==> config.mk <==
export PLATFORM = sky130hd
export DESIGN_NAME = fifo_wr_arbiter
export DESIGN_NICKNAME = d
export VERILOG_FILES = /design/src/rtl/fifo_wr_arbiter.sv
export SDC_FILE = /design/constraint.sdc
export NUM_CORES = 1
export LEC_CHECK = 0
export BUFFER_PORTS_ARGS = -buffer_cell sky130_fd_sc_hd__buf_2
export CAP_MARGIN = 0
export CORE_MARGIN = 1
export CORE_UTILIZATION = 35
export DETAILED_ROUTE_END_ITERATION = 16
export GPL_ROUTABILITY_DRIVEN = 0
export PLACE_DENSITY_LB_ADDON = 0.25
export SYNTH_ARGS = -nofsm -noshare
export SYNTH_HDL_FRONTEND = slang
export SYNTH_SLANG_ARGS = --single-unit
==> constraint.sdc <==
create_clock -name wclk -period 3.7 [get_ports wclk]
set_clock_uncertainty 0.2 [all_clocks]
set_input_delay 0.925 -clock wclk [delete_from_list [all_inputs] [get_ports wclk]]
set_output_delay 0.925 -clock wclk [all_outputs]
set_load 0.01 [all_outputs]
==> src/rtl/fifo_wr_arbiter.sv <==
// Round-robin arbiter that shares one FIFO write port among N_REQ valid/ready
// requesters, limiting each grant to MAX_BURST beats.
//
// state   | meaning
// S_IDLE  | no owner; scan req_valid from rr_ptr for the next owner
// S_GRANT | owner's beats are forwarded to the FIFO until release
module fifo_wr_arbiter #(
   parameter int N_REQ      = 4,
   parameter int DATA_WIDTH = 8,
   parameter int MAX_BURST  = 4
) (
   input  logic                          wclk,
   input  logic                          rst,
   input  logic [N_REQ-1:0]              req_valid,
   input  logic [N_REQ*DATA_WIDTH-1:0]   req_data,
   output logic [N_REQ-1:0]              req_ready,
   input  logic                          full,
   output logic                          winc,
   output logic [DATA_WIDTH-1:0]         wdata,
   output logic [$clog2(N_REQ)-1:0]      grant_id,
   output logic                          busy,
   output logic [15:0]                   xfer_count
);

   localparam int IW = $clog2(N_REQ);
   localparam int BW = $clog2(MAX_BURST + 1);

   typedef enum logic {
      S_IDLE  = 1'b0,
      S_GRANT = 1'b1
   } state_t;

   state_t          state, state_d;
   logic [IW-1:0]   owner, owner_d;
   logic [IW-1:0]   rr_ptr, rr_ptr_d;
   logic [BW-1:0]   beat_cnt, beat_d;
   logic [15:0]     xfer_d;
   logic [IW-1:0]   owner_inc;
   logic [IW-1:0]   pick;
   logic [IW:0]     cand;
   logic            found;

   assign winc      = (state == S_GRANT) & req_valid[owner] & ~full & ~rst;
   assign req_ready = winc ? (N_REQ'(1) << owner) : '0;
   assign wdata     = req_data[owner*DATA_WIDTH +: DATA_WIDTH];
   assign grant_id  = owner;
   assign busy      = (state == S_GRANT);
   assign owner_inc = (owner == IW'(N_REQ - 1)) ? '0 : owner + IW'(1);

   always_ff @(posedge wclk) begin
      if (rst) begin
         state      <= S_IDLE;
         owner      <= '0;
         rr_ptr     <= '0;
         beat_cnt   <= '0;
         xfer_count <= '0;
      end else begin
         state      <= state_d;
         owner      <= owner_d;
         rr_ptr     <= rr_ptr_d;
         beat_cnt   <= beat_d;
         xfer_count <= xfer_d;
      end
   end

   always_comb begin
      state_d  = state;
      owner_d  = owner;
      rr_ptr_d = rr_ptr;
      beat_d   = beat_cnt;
      xfer_d   = xfer_count;
      found    = 1'b0;
      pick     = rr_ptr;
      cand     = '0;

      // first valid requester at or after rr_ptr, wrapping modulo N_REQ
      for (int k = 0; k < N_REQ; k++) begin
         cand = {1'b0, rr_ptr} + (IW+1)'(k);
         if (cand >= (IW+1)'(N_REQ)) cand = cand - (IW+1)'(N_REQ);
         if (!found && req_valid[cand[IW-1:0]]) begin
            found = 1'b1;
            pick  = cand[IW-1:0];
         end
      end

      case (state)
         S_IDLE: begin
            if (found) begin
               state_d = S_GRANT;
               owner_d = pick;
               beat_d  = '0;
            end
         end
         S_GRANT: begin
            if (!req_valid[owner]) begin
               state_d  = S_IDLE;
               rr_ptr_d = owner_inc;
               beat_d   = '0;
            end else if (winc) begin
               xfer_d = xfer_count + 16'd1;
               if (beat_cnt == BW'(MAX_BURST - 1)) begin
                  state_d  = S_IDLE;
                  rr_ptr_d = owner_inc;
                  beat_d   = '0;
               end else begin
                  beat_d = beat_cnt + BW'(1);
               end
            end
            // full stall: hold grant and burst budget
         end
         default: state_d = S_IDLE;
      endcase
   end

endmodule

**Yosys cells after proc, flatten, opt, wreduce, memory -nomap -nowiden**

Cells that the tools add are included.

- Register bits: 24

- Add/subtract/negate cells: 10
- Shift operators: 2
- Muxes and demuxes: 37
- Eq/ne operators: 6
- Magnitude comparators: 9
- Reductions and logical operators: 10
- Bitwise operators: 6

Operators with widths:

| kind | count |
|---|---|
| $shiftx 32x6->8 | 1 |
| $mux 2 | 12 |
| $add 16x1->16 const B | 1 |
| $lt 2x3->1 const B | 5 |
| $mux 1 | 13 |
| $mux 3 | 4 |
| $bmux 1 s2 | 5 |
| $ge 3x3->1 const B | 3 |
| $sub 2x1->2 const B | 4 |
| $add 2x2->3 const B | 2 |
| $pmux 3 s2 | 1 |
| $reduce_and 3->1 | 2 |
| $mux 4 | 1 |
| $ne 2x2->1 const B | 2 |
| $reduce_and 2->1 | 2 |
| $shl 1x2->4 const A | 1 |
| $add 2x1->3 const B | 1 |
| $add 3x1->3 const B | 1 |
| $and 1x1->1 | 3 |
| $eq 3x2->1 const B | 1 |
| $ge 2x3->1 const B | 1 |
| $logic_and 1x1->1 | 3 |
| $logic_not 1->1 | 3 |
| $ne 3x3->1 const B | 1 |
| other kinds (5) | 7 |

**Logic depth before layout (Yosys ltp)**

- Depth after elaboration: 16
- Mapped depth: 6

**Least setup slack after synthesis**

No wires, ideal clock.

- Kind: input-to-output
- From: input req_valid[3]
- To: output req_ready[0]
- Stages on the path: 5
- Buffers on the path: 1
- Slack: 0.568 ns
- Arrival time: 2.007 ns
- Cells stage by stage: mux4_2 > nand3_4 > inv_1 > buf_2 > and2_1

- Word-level cells in the longest chain between the ends: 6

RTL lines:

| element | line | text |
|---|---|---|
| from (decl) | 14 | `input logic [N_REQ-1:0] req_valid,` |
| $bmux 1 s2 | 43 | `assign winc = (state == S_GRANT) & req_valid[owner] & ~full & ~rst;` |
| $mux 1 (implied by the code) | 43 |  |
| $and 1x1->1 (3 in series) | 43 |  |
| named net winc | 18 | `output logic winc,` |
| $mux 4 | 44 | `assign req_ready = winc ? (N_REQ'(1) << owner) : '0;` |
| to (decl) | 16 | `output logic [N_REQ-1:0] req_ready,` |

The timed path passes the listed nets, and every way through them passes these cells. The select of a mux whose other input is x is not followed.

**Final worst setup path**

- From: input req_valid[3]
- To: output req_ready[0]

- Word-level cells in the longest chain between the ends: 6

RTL lines:

| element | line |
|---|---|
| $bmux 1 s2 | 43 |
| $mux 1 (implied by the code) | 43 |
| $and 1x1->1 (3 in series) | 43 |
| $mux 4 | 44 |

Every way passes these cells. The select of a mux whose other input is x is not followed.

==> summary.txt <==
Total congestion overflow -> 0
Number of buffers inserted during clock tree synthesis -> 3
Share of post-route cells with drive strength above 1 -> 39.2%
Synth Warn # -> 0
Post-CTS Setup Bufs -> 0
Count of different cell masters after synthesis -> 35
Netlist area before placement -> 1450 sq um
Max Transition Viols Final -> 0
Buffers & Inverters on Critical Path -> 3
HPWL Detailed -> 2.81 mm
Number of enable-type register cells in the synthesized netlist -> 0
Cells after Synth -> 156
Initial standard-cell utilization of the core -> 36.3%
H-Tree Level Count -> 1
Leading cell types by total area after synthesis -> sky130_fd_sc_hd__dfxtp_1 33%, sky130_fd_sc_hd__mux4_2 14%, sky130_fd_sc_hd__a21oi_1 5.2%
Number of antenna violations at the first check in global routing -> 0
TritonCTS clock tree -> yes
P_leak -> 0.830 nW
Wire length of the first global-routing pass -> 5.73 mm
Die Ht -> 66.4 microns
Router iterations before antenna repair -> 8
Number of storage elements in the synthesis netlist -> 24
Worst relative slew slack -> 65.0%
Maximum cell stage delay along the critical path -> 0.57 ns
Accumulated negative setup slack -> 0 ns
Area enclosed by the die boundary -> 4410 sq um
Count of input and output buffers -> 70
Cell family with the largest share of critical-path delay -> multiplexers
Final Hold Fails -> 0
Int Pwr -> 473 uW
Net switching fraction of the power -> 24.8%
Most repeated library cell on the critical path -> sky130_fd_sc_hd__buf_2
Sequential Area -> 480 sq um
Critical Path Fanout Max -> 11
Area occupied by multi-input gates -> 912 sq um
Post-route antenna net violation count -> 0
# fillers -> 408
Cell-by-cell trace of the critical path -> buf_2 > mux4_2 > nand3_4 > inv_1 > and2_1 > buf_2
DIE WIDTH -> 66.4 microns
Routed Wire Length -> 3.63 mm
Path category of the worst min-delay check -> flip-flop to flip-flop
RSZ-0062 raised after global routing -> no
Standard-cell row count -> 23
Fraction of synthesis flops using an asynchronous set or reset pin -> 0%
Top cell type by total area after synthesis -> sky130_fd_sc_hd__dfxtp_1
Via density per instance -> 5.35
Clock network fraction of design power -> 36.9%
# diodes -> 0
Final period util -> 91.2%
Post-Synthesis Mean Instance Area -> 9.31 sq um
Number of top-level pins -> 71
Transition time of the tightest slew-check pin -> 0.520 ns
Pin count of the biggest net entering global routing -> 25
Buffer levels on the longest clock path -> 2
Sequential power share -> 43.5%
Minimum clock period after layout -> 3.38 ns
Kind of start point of the critical path -> input pin
DRC violation count after routing -> 0
Post-CTS Resized -> 0
Worst Path Required -> 2.57 ns
Endpoint arrival time on the critical path -> 2.25 ns
Power per standard cell area -> 325 nW/um^2
Clock Tree Root -> sky130_fd_sc_hd__clkbuf_8
Global Route Usage Sum -> 16.8%
Post-layout nets -> 273
Net switching power -> 156 uW
Max capacitance violation total -> 0
Maximum operating frequency -> 296 MHz
Sequential element share of the synthesized area -> 33.1%
Kind of critical path -> input pin to output port
Hold slack final -> 0.279 ns
Status -> completed
Post-CTS Hold Fix Bufs -> 0
Count of routing violations after the opening detailed-route iteration -> 116
Share of Yosys cell area claimed by the top area cell type -> 33.1%
Commonest register cell after synthesis -> sky130_fd_sc_hd__dfxtp_1
Later-pin clock latency in the skew report -> 0.26 ns
Crit-path slowest cell -> sky130_fd_sc_hd__mux4_2
Total vias in the final route -> 1481
Worst IR Drop VDD -> 0.000188 V
Core area -> 4000 sq um
Count of clock tree sinks -> 24
Final routed wire length divided by cell count -> 13.1 microns
Via count of the first global-routing pass -> 1367
Area grow syn2layout -> 33.3%
Final setup viols -> 0
Combinational share of power -> 19.6%
Clock transition at the registers of the reported paths -> 0.09 ns
Net count of the mapped netlist -> 201
Critical Path Sink Type -> output port
## worst paths after layout
| path | startpoint | endpoint | slack, ns | depth (start not counted) |
|---|---|---|---|---|
| setup / recovery | req_valid[3] | req_ready[0] | 0.32 | 6 |
| hold / removal | beat_cnt[2]$_SDFFE_PP0P_ | beat_cnt[2]$_SDFFE_PP0P_ | 0.28 | 2 |
| setup reg to reg | grant_id[1]$_SDFFE_PP0P_ | xfer_count[15]$_SDFFE_PP0P_ | 1.64 | 6 |
| hold reg to reg | beat_cnt[2]$_SDFFE_PP0P_ | beat_cnt[2]$_SDFFE_PP0P_ | 0.28 | 2 |
## layout make-up
cell class | instances | area share [%]
Timing Repair Buffer | 74 | 19.6
Multi-Input combinational cell | 117 | 47.1
Tap cell | 50 | 3.23
Sequential cell | 24 | 24.8
Inverter | 8 | 1.55
Clock inverter | 1 | 1.55
Clock buffer | 3 | 2.13
## registers in the layout (all words and copies together) (netlist names)
register / count
xfer_count: 16
beat_cnt: 3
grant_id: 2
rr_ptr: 2
busy: 1
## layout by cell type, fill, tap and decap left out, types with 2 or more instances in the layout
master / n
sky130_fd_sc_hd__nand2b_1: 4
sky130_fd_sc_hd__dfxtp_1: 24
sky130_fd_sc_hd__mux2i_1: 3
sky130_fd_sc_hd__mux4_2: 9
sky130_fd_sc_hd__nand2_1: 6
sky130_fd_sc_hd__or3_1: 3
sky130_fd_sc_hd__nand3_1: 5
sky130_fd_sc_hd__or4_1: 8
sky130_fd_sc_hd__o221ai_1: 2
sky130_fd_sc_hd__nand4_1: 6
sky130_fd_sc_hd__buf_2: 70
sky130_fd_sc_hd__nor2_1: 12
sky130_fd_sc_hd__o31ai_1: 8
sky130_fd_sc_hd__inv_1: 8
sky130_fd_sc_hd__and2_1: 4
sky130_fd_sc_hd__nor3_1: 2
sky130_fd_sc_hd__and4_1: 2
sky130_fd_sc_hd__buf_4: 4
sky130_fd_sc_hd__nor2b_1: 2
sky130_fd_sc_hd__a21oi_1: 15
sky130_fd_sc_hd__and3_1: 2
sky130_fd_sc_hd__xor2_1: 2
sky130_fd_sc_hd__clkbuf_8: 3
sky130_fd_sc_hd__ha_1: 6
sky130_fd_sc_hd__o21ai_0: 5
## metrics by stage
stage,power [mW],instances,worst slack [ns],instance area [sq um],util [%]
after floorplan,0.351,156,0.568,1450,-
after global placement,0.404,273,0.355,1870,46.6
after detailed placement,0.404,273,0.336,1870,46.6
after CTS,0.635,277,0.324,1940,48.4
after global routing,0.655,277,0.245,1940,48.4
final,0.629,277,0.324,1940,48.4
## synthesized netlist by cell type, drive strengths merged, types with 2 or more instances
| library cell | instances |
|---|---|
| mux2i | 3 |
| o31ai | 8 |
| o221ai | 2 |
| inv | 8 |
| and2 | 4 |
| ha | 6 |
| nand4 | 6 |
| and4 | 2 |
| xor2 | 2 |
| and3 | 2 |
| mux4 | 9 |
| nor2b | 2 |
| a21oi | 15 |
| clkbuf | 4 |
| buf | 3 |
| o21ai | 5 |
| nor3 | 2 |
| nand2 | 6 |
| or3 | 3 |
| or4 | 8 |
| nand3 | 6 |
| dfxtp | 24 |
| nor2 | 12 |
| nand2b | 4 |
## cell families after synthesis
group / count (synthesis) / share of synthesized area [%]
xor+xnor: 3 / 1.81
simple gates: 59 / 23.8
buf+inv: 15 / 4.13
mux: 12 / 16.0
flops: 24 / 33.1
compound gates: 37 / 16.0
fa+ha+maj: 6 / 5.17
## power groups by stage
stage                     clock network (mW)  registers, mW  logic [mW]
final                                  0.232          0.273       0.123
after global routing                   0.244          0.274       0.137
after CTS                              0.236          0.273       0.125
after detailed placement                   0          0.279       0.125
after global placement                     0          0.279       0.124
after floorplan                            0          0.279      0.0720
## worst min-delay path, stage by stage (launching register included)
cell	delay (ns)
sky130_fd_sc_hd__dfxtp_1	0.32
sky130_fd_sc_hd__inv_1	0.07
sky130_fd_sc_hd__nor3_1	0.05
## metal layers
layer / vias to the layer above / routed length [microns] / GRT usage (%)
li1: 739 / - / -
met1: 677 / 1570 / 19.5
met2: 61 / 1820 / 31.6
met3: 4 / 204 / 2.76
met4: 0 / 35 / 4.26
met5: - / 0 / 0
(Power assumes the default switching activity.)
